## src/rtl/wb_port_arbiter.sv

```systemverilog
// Write-back port arbiter: merges two pipeline lanes and a buffered long-latency
// result stream onto the two register-file write ports, lanes always first.
module wb_port_arbiter #(
    parameter int DEPTH = 2,
    parameter int PTR_W = 1
) (
    input  logic             clk,
    input  logic             rst,
    input  logic             reg_write0,
    input  logic [4:0]       rd0,
    input  logic [31:0]      data0,
    input  logic             reg_write1,
    input  logic [4:0]       rd1,
    input  logic [31:0]      data1,
    input  logic             lu_valid,
    input  logic [4:0]       lu_rd,
    input  logic [31:0]      lu_data,
    output logic             lu_ready,
    output logic             wp0_en,
    output logic [4:0]       wp0_addr,
    output logic [31:0]      wp0_data,
    output logic             wp1_en,
    output logic [4:0]       wp1_addr,
    output logic [31:0]      wp1_data,
    output logic [PTR_W:0]   lu_pending
);

    localparam logic [PTR_W:0] FULL_CNT = (PTR_W + 1)'(DEPTH);

    logic [4:0]       rd_mem   [DEPTH];
    logic [31:0]      data_mem [DEPTH];

    logic [PTR_W-1:0] wptr_q, wptr_d;
    logic [PTR_W-1:0] rptr_q, rptr_d;
    logic [PTR_W-1:0] rptr_nx;
    logic [PTR_W:0]   count_q, count_d;

    logic             push;
    logic             e0, e1;
    logic [1:0]       free_slots;
    logic [1:0]       n_pop;

    logic             s0_en_d, s1_en_d;
    logic [4:0]       s0_addr_d, s1_addr_d;
    logic [31:0]      s0_data_d, s1_data_d;

    logic             wp0_en_q, wp1_en_q;
    logic [4:0]       wp0_addr_q, wp1_addr_q;
    logic [31:0]      wp0_data_q, wp1_data_q;

    // Ready comes from the registered count only, so a full FIFO never takes a
    // new result even in a cycle where it also drains.
    assign lu_ready = rst && (count_q != FULL_CNT);
    assign push     = lu_valid && lu_ready && (lu_rd != 5'd0);

    // The younger lane wins a same-destination conflict inside the bundle.
    assign e1 = reg_write1 && (rd1 != 5'd0);
    assign e0 = reg_write0 && (rd0 != 5'd0) && !(e1 && (rd0 == rd1));

    assign free_slots = 2'd2 - {1'b0, e0} - {1'b0, e1};
    assign n_pop      = (count_q < (PTR_W + 1)'(free_slots)) ? count_q[1:0] : free_slots;
    assign rptr_nx    = rptr_q + PTR_W'(1);

    assign count_d = count_q + (PTR_W + 1)'(push) - (PTR_W + 1)'(n_pop);
    assign wptr_d  = push ? wptr_q + PTR_W'(1) : wptr_q;
    assign rptr_d  = rptr_q + PTR_W'(n_pop);

    // Writer list is (lane0, lane1, FIFO head, FIFO head+1) compacted in order.
    always_comb begin
        // NOTE: every output of this block gets a default first, so no path can infer a latch.
        s0_en_d   = 1'b0;
        s0_addr_d = 5'd0;
        s0_data_d = 32'd0;
        s1_en_d   = 1'b0;
        s1_addr_d = 5'd0;
        s1_data_d = 32'd0;
        if (e0) begin
            s0_en_d   = 1'b1;
            s0_addr_d = rd0;
            s0_data_d = data0;
            if (e1) begin
                s1_en_d   = 1'b1;
                s1_addr_d = rd1;
                s1_data_d = data1;
            end else if (n_pop != 2'd0) begin
                s1_en_d   = 1'b1;
                s1_addr_d = rd_mem[rptr_q];
                s1_data_d = data_mem[rptr_q];
            end
        end else if (e1) begin
            s0_en_d   = 1'b1;
            s0_addr_d = rd1;
            s0_data_d = data1;
            if (n_pop != 2'd0) begin
                s1_en_d   = 1'b1;
                s1_addr_d = rd_mem[rptr_q];
                s1_data_d = data_mem[rptr_q];
            end
        end else begin
            if (n_pop != 2'd0) begin
                s0_en_d   = 1'b1;
                s0_addr_d = rd_mem[rptr_q];
                s0_data_d = data_mem[rptr_q];
            end
            if (n_pop == 2'd2) begin
                s1_en_d   = 1'b1;
                s1_addr_d = rd_mem[rptr_nx];
                s1_data_d = data_mem[rptr_nx];
            end
        end
    end

    // NOTE: the storage array has no reset; count_q alone decides which entries are live.
    always_ff @(posedge clk) begin
        if (push) begin
            rd_mem[wptr_q]   <= lu_rd;
            data_mem[wptr_q] <= lu_data;
        end
    end

    // NOTE: sequential state uses non-blocking assignments so all registers update together.
    always_ff @(posedge clk or negedge rst) begin
        if (!rst) begin
            wptr_q     <= '0;
            rptr_q     <= '0;
            count_q    <= '0;
            wp0_en_q   <= 1'b0;
            wp0_addr_q <= 5'd0;
            wp0_data_q <= 32'd0;
            wp1_en_q   <= 1'b0;
            wp1_addr_q <= 5'd0;
            wp1_data_q <= 32'd0;
        end else begin
            wptr_q     <= wptr_d;
            rptr_q     <= rptr_d;
            count_q    <= count_d;
            wp0_en_q   <= s0_en_d;
            wp0_addr_q <= s0_addr_d;
            wp0_data_q <= s0_data_d;
            wp1_en_q   <= s1_en_d;
            wp1_addr_q <= s1_addr_d;
            wp1_data_q <= s1_data_d;
        end
    end

    assign wp0_en     = wp0_en_q;
    assign wp0_addr   = wp0_addr_q;
    assign wp0_data   = wp0_data_q;
    assign wp1_en     = wp1_en_q;
    assign wp1_addr   = wp1_addr_q;
    assign wp1_data   = wp1_data_q;
    assign lu_pending = count_q;

endmodule
```

## config.mk

```make
export PLATFORM = sky130hd
export DESIGN_NAME = wb_port_arbiter
export DESIGN_NICKNAME = d
export VERILOG_FILES = /design/src/rtl/wb_port_arbiter.sv
export SDC_FILE = /design/constraint.sdc
export NUM_CORES = 1
export LEC_CHECK = 0
export BUFFER_PORTS_ARGS = -buffer_cell sky130_fd_sc_hd__buf_2
export CORE_ASPECT_RATIO = 0.75
export CORE_UTILIZATION = 49
export DETAILED_ROUTE_END_ITERATION = 16
export PLACE_DENSITY = 0.79
export SLEW_MARGIN = 20
export SYNTH_ARGS = -nofsm -noshare
export SYNTH_HDL_FRONTEND = slang
export SYNTH_SLANG_ARGS = --single-unit
```

## constraint.sdc

```tcl
create_clock -name clk -period 2.72 [get_ports clk]
set_input_delay 0.272 -clock clk [delete_from_list [all_inputs] [get_ports clk]]
set_output_delay 0.272 -clock clk [all_outputs]
set_load 0.03 [all_outputs]
```

==> results.sh, run 1 <==
export IMPL_outcome="finished clean"
export IMPL_cp_end_kind="flop"
export IMPL_worstSetupStartpointType="input pin"
export IMPL_ys_types=44
export IMPL_max_freq_mhz=383
export IMPL_grt_remaining_overflow=0
export IMPL_power_total_mw=10.0
export IMPL_synth_avg_cell_area_sq_um=11.3
export IMPL_holdPathStages=1
export IMPL_worstMarginPinSlew_ns=0.947
export IMPL_io_buffers=194
export IMPL_r2r_start="lu_pending[1]"
export IMPL_ios=195
export IMPL_clock_sinks=154
export IMPL_dp_hpwl_um=14300
export IMPL_synth_edf_count=74
export IMPL_cp_required_ns=3.02
export IMPL_max_slew_margin_rel_pct=36.8
export IMPL_grt_pass1_vias=6625
export IMPL_fin_crit_ns=2.61
export IMPL_final_cell_mix="buf_2, nor2_1, a221oi_1"
export IMPL_async_flop_share_pct=51.9
export IMPL_drtAntennaViolNets=0
export IMPL_core_sq_um=15400
export IMPL_period_share_pct=95.9
export IMPL_place_area_sq_um=9390
export IMPL_vias_per_cell=6.08
export IMPL_min_path_type="in -> reg"
export IMPL_antenna_found_initial=1
export IMPL_rows=39
export IMPL_synth_warnings=0
export IMPL_grt_start_max_net_pins=49
export IMPL_cts_resized=0
export IMPL_initial_core_util_pct=50.5
export IMPL_synth_ff_type="dfrtp_1"
export IMPL_synth_fp_nets=809
export IMPL_finalSetupTns_ns=0
export IMPL_final_common_cell="buf_2"
export IMPL_r2r_setup_slack_ns=0.30
export IMPL_dieHeight_um=111
export IMPL_cts_tree="yes"
export IMPL_critPathKind="in -> reg"
export IMPL_area_growth_pct=29.0
export IMPL_final_cells=1115
export IMPL_r2r_end="wp1_data[28]"
export IMPL_synth_seq_area_share_pct=54.4
export IMPL_crit_top_cell="nor3_1"
export IMPL_cts_setup_buffers=0
export IMPL_holdBufCountCts=1
export IMPL_placed_cells=1081
export IMPL_worstHoldStart="lu_data[28]"
export IMPL_crit_path_top_delay_cell="o311a_2"
export IMPL_r2r_cells=8
export IMPL_hold_violations=0
export IMPL_maxCapViolCount=0
export IMPL_p_per_area_nw_per_um2=1000
export IMPL_grt_pass1_wl_um=34500
export IMPL_setup_viol=0
export IMPL_htree_num_levels=4
export IMPL_worstPathCellList="buf_2, or3_4, o31ai_4, nand2_2, ha_4, nor2_4, nor3_1, o311a_2, buf_12, a221oi_1, o221a_2, nor3_1"
export IMPL_fin_area_sq_um=10000
export IMPL_path_max_fanout=32
export IMPL_synth_area_sq_um=7760
export IMPL_cts_buffers=17
export IMPL_cts_buffer_depth=2
export IMPL_post_drt_wl_per_cell_um=19.4
export IMPL_worstPathArrival_ns=2.91
export IMPL_ir_drop_mv=0.614
export IMPL_fin_hold_ws_ns=0.0400
export IMPL_min_to="data_mem[0][28]"
export IMPL_final_max_slew_viol_count=0
export IMPL_wirelength_um=21600
export IMPL_cts_root_buf="clkbuf_16"
export IMPL_cellLeakagePower_nw=4.22
export IMPL_rsz0062_at_grt="no"
export IMPL_setup_ws_ns=0.111
export IMPL_post_route_util_pct=65.1
export IMPL_finalClockSkew_ns=0.00563
export IMPL_dr_pass1_iters=5
export IMPL_max_stage_delay_ns=0.45
export IMPL_clk_latency_ns=0.42
export IMPL_place_gp_congestion=0.824
export IMPL_dr_total_vias=6778
export IMPL_syn_instance_count=688
export IMPL_drive_above_1_share_pct=43.1
export IMPL_track_usage_pct=27.2
export IMPL_drc=0
export IMPL_ys_ff_latch=154
export IMPL_die_w_um=147
export IMPL_fillerInstances=1154
export IMPL_drt_iter0_markers=580
export IMPL_dieArea_sq_um=16400
export IMPL_path_clk_slew_ns=0.06
export IMPL_dp_worst_setup_slack_ns=-0.235
export IMPL_nets=1017
==> critical path, delay by kind of cell <==
kind | cells | cell delay (ns)
buffers and inverters | 2 | 0.30
AND/OR/NAND/NOR | 5 | 0.74
adder cells (fa/ha/maj) | 1 | 0.23
AO/OA/AOI/OAI | 4 | 1.35
==> Yosys cell counts (2+ instances only) <==
cell type / instances / area share, %
a21boi_0: 2 / 0.19
a21oi_1: 45 / 2.9
a221oi_1: 106 / 12
a31oi_1: 2 / 0.16
buf_1: 4 / 0.19
buf_2: 17 / 1.1
buf_4: 4 / 0.39
clkbuf_1: 36 / 1.7
dfrtp_1: 80 / 26
edfxtp_1: 74 / 29
ha_1: 5 / 0.81
inv_1: 41 / 2.0
mux2_2: 35 / 5.1
mux2i_1: 4 / 0.52
nand2_1: 5 / 0.24
nand3_1: 2 / 0.13
nor2_1: 117 / 5.7
nor3_1: 21 / 1.4
nor3_2: 20 / 2.6
o221a_2: 34 / 4.9
or2_2: 2 / 0.16
or3_1: 3 / 0.24
xnor2_1: 8 / 0.90
==> sequential cells by signal, indices dropped and copies added (netlist names) <==
signal      flops
rptr_q          1
wp0_data       32
wp1_data       32
rd_mem         10
wp0_en          1
wptr_q          1
wp1_en          1
wp1_addr        5
wp0_addr        5
lu_pending      2
data_mem       64
==> worst max-delay path by stage <==
stage	start	end	slack [ns]	cells past startpoint
floorplan	rd1[0]	wp1_data[10]	-0.14	11
global route	rd1[0]	wp1_data[28]	0.002	12
global placement	rd1[0]	wp0_data[25]	-0.23	13
detailed placement	rd1[0]	wp1_data[28]	-0.23	12
CTS	rd1[0]	wp1_data[28]	0.12	12
finish	rd1[0]	wp1_data[28]	0.11	12
==> cell families (layout without fill, tap and decap cells) <==
family                   after synthesis  count (layout)  synth area share [%]
adder cells (fa/ha/maj)                5               5                 0.806
AND/OR/NAND/NOR                      175             175                  10.9
AO/OA/AOI/OAI                        203             203                  21.9
XOR/XNOR                               9               9                  1.02
buffers and inverters                103             324                  5.45
flip-flops                           154             154                  54.4
multiplexers                          39              39                  5.59
other                                  0               1                     0
==> final cells by class <==
type                       count  area [sq um]  share of cell area (%)
sequential                   154          4230                    42.2
clock inverter                11           144                    1.44
timing repair buffer         250          1530                    15.3
tap                          205           256                    2.56
antenna                        1          2.50                  0.0250
multi-input combinational    431          3220                    32.2
clock buffer                  21           470                    4.70
inverter                      42           158                    1.57
==> power by group <==
group / leakage (nW) / total [mW] / internal [mW] / switching (mW)
registers: 1.61 / 3.27 / 2.96 / 0.308
clock network: 0.291 / 2.45 / 1.51 / 0.934
logic: 2.32 / 4.30 / 1.73 / 2.56
total: 4.22 / 10.0 / 6.20 / 3.81
==> routing by layer <==
| metal | track usage [%] | vias up | routed length (um) |
|---|---|---|---|
| met3 | 6.30 | 27 | 1970 |
| met4 | 7.63 | 0 | 316 |
| met5 | 0 | - | 0 |
| met1 | 36.8 | 3312 | 9100 |
| li1 | - | 3079 | - |
| met2 | 43.7 | 360 | 10200 |
Power figures use the tool's default switching activity.
==> inputs of run 2 (changes only) <==
Settings changed: PLACE_DENSITY 0.79 to default, PLACE_DENSITY_LB_ADDON from default to 0.08.
==> results.sh, run 2 (same netlist as run 1, synthesis figures left out) <==
export IMPL_grt_remaining_overflow=0
export IMPL_cts_buffer_depth=2
export IMPL_dp_worst_setup_slack_ns=-0.278
export IMPL_dieHeight_um=111
export IMPL_period_share_pct=94.8
export IMPL_holdPathStages=1
export IMPL_clk_latency_ns=0.42
export IMPL_path_clk_slew_ns=0.06
export IMPL_p_int_mw=6.01
export IMPL_outcome="finished clean"
export IMPL_die_w_um=147
export IMPL_cts_setup_buffers=0
export IMPL_place_area_sq_um=9350
export IMPL_path_max_fanout=43
export IMPL_grt_pass1_wl_um=34900
export IMPL_worstMarginPinSlew_ns=1.02
export IMPL_dp_hpwl_um=14600
export IMPL_antenna_found_initial=1
export IMPL_track_usage_pct=27.7
export IMPL_p_per_area_nw_per_um2=989
export IMPL_max_slew_margin_rel_pct=32.2
export IMPL_rsz0062_at_grt="no"
export IMPL_vias_per_cell=6.03
export IMPL_dr_pass1_iters=5
export IMPL_initial_core_util_pct=50.5
export IMPL_power_total_mw=9.83
export IMPL_ir_drop_mv=0.542
export IMPL_critPathKind="in -> reg"
export IMPL_cts_root_buf="clkbuf_16"
export IMPL_cp_required_ns=3.03
export IMPL_largest_reg_flops=64
export IMPL_setup_viol=0
export IMPL_drive_above_1_share_pct=42.7
export IMPL_fin_hold_ws_ns=0.0375
export IMPL_grt_start_max_net_pins=53
export IMPL_core_sq_um=15400
export IMPL_gr_usage_met3_pct=5.80
export IMPL_setup_ws_ns=0.141
export IMPL_io_buffers=194
export IMPL_cellLeakagePower_nw=4.18
export IMPL_max_freq_mhz=388
export IMPL_switching_share_pct=38.9
export IMPL_fin_crit_ns=2.58
export IMPL_power_frac_comb_pct=43.8
export IMPL_ios=195
export IMPL_top_register="data_mem"
export IMPL_rows=39
export IMPL_htree_num_levels=4
export IMPL_worstSetupStartpointType="input pin"
export IMPL_cp_end_kind="flop"
export IMPL_clockPowerShare_pct=23.1
export IMPL_switchingPower_mw=3.82
export IMPL_finalClockSkew_ns=0.00711
export IMPL_area_growth_pct=28.0
export IMPL_cts_buffers=17
export IMPL_final_common_cell="buf_2"
export IMPL_busiest_layer="met2"
export IMPL_maxCapViolCount=0
export IMPL_worstPathArrival_ns=2.89
export IMPL_fin_area_sq_um=9930
export IMPL_grtUsageMet2_pct=46.4
export IMPL_min_path_type="in -> reg"
export IMPL_drc=0
export IMPL_grtUsageMet1_pct=35.6
export IMPL_post_drt_wl_per_cell_um=19.7
export IMPL_seq_power_share_pct=33.1
export IMPL_r2r_cells=8
export IMPL_wirelength_um=21800
export IMPL_cts_tree="yes"
export IMPL_place_gp_congestion=0.833
export IMPL_clock_sinks=154
export IMPL_dr_total_vias=6691
export IMPL_dieArea_sq_um=16400
export IMPL_drtAntennaViolNets=0
export IMPL_drt_iter0_markers=422
export IMPL_final_cell_mix="buf_2, nor2_1, a221oi_1"
export IMPL_grt_pass1_vias=6791
export IMPL_hold_violations=0
export IMPL_final_max_slew_viol_count=0
export IMPL_nets=1012
## run 2: changes by cell type in the layout (fill, tap and decap cells not counted), sizes merged
cell / before / now
clkbuf: 21 / 19
clkinv: 4 / 8
clkinvlp: 4 / 2
buf: 249 / 244
bufinv: 3 / 2
## run 2: per-stage QoR
stage	cells	TNS, ns	util [%]
6_report	1109	0	64.6
5_1_grt	1109	0	64.6
4_1_cts	1108	0	64.5
3_5_place_dp	1076	-10.94	60.8
3_3_place_gp	1076	-9.22	60.8
2_1_floorplan	688	-7.61	-
## run 2: final timing paths
check | from | to | slack, ns
min | lu_data[29] | data_mem[0][29] | 0.04
max | rd1[0] | wp1_addr[2] | 0.14
max reg2reg | lu_pending[1] | wp1_addr[2] | 0.34
min in group asynchronous | rst | wp0_data[0] | 0.42
min reg2reg | wptr_q | wptr_q | 0.55
max in group asynchronous | rst | rptr_q | 1.19
## run 2: routing by layer
layer  part of all wire (%)  up-vias
met4                    1.3        0
met2                     50      313
met3                    7.5       27
met1                     41     3282
met5                      0        -
li1                       -     3069
## run 2: power groups by stage
stage	logic, mW	registers, mW	clock network, mW
5_1_grt	4.62	3.30	2.42
3_5_place_dp	4.25	3.29	0
3_3_place_gp	4.13	3.27	0
4_1_cts	4.28	3.25	2.30
2_1_floorplan	2.28	3.87	0
6_report	4.30	3.25	2.27
## run 2: worst max-delay path, cell delays in order
cell and delay (ns):
buf_2 0.10, or3_4 0.40, o31ai_4 0.25, nand2_2 0.11, ha_4 0.23, nor2_4 0.13
nor3_1 0.06, o311a_2 0.43, buf_12 0.20, a221oi_1 0.37, o221a_2 0.25, nor3_1 0.05
## run 2: repair_timing
item | 4_1_cts | 5_1_grt
setup endpoints to repair | 0 | 2
endpoints found under the hold margin | 28 | 0
hold buffers | 1 | 0
resized for setup | 0 | 2
## run 2: layout make-up
type                    instances  area, sq um
diodes                          1         2.50
clock inverters                12          129
flip-flops and latches        154         4230
inverters                      42          158
fillers                      1223         5440
well taps                     205          256
repair buffers                245         1500
clock buffers                  19          433
multi-input cells             431         3230
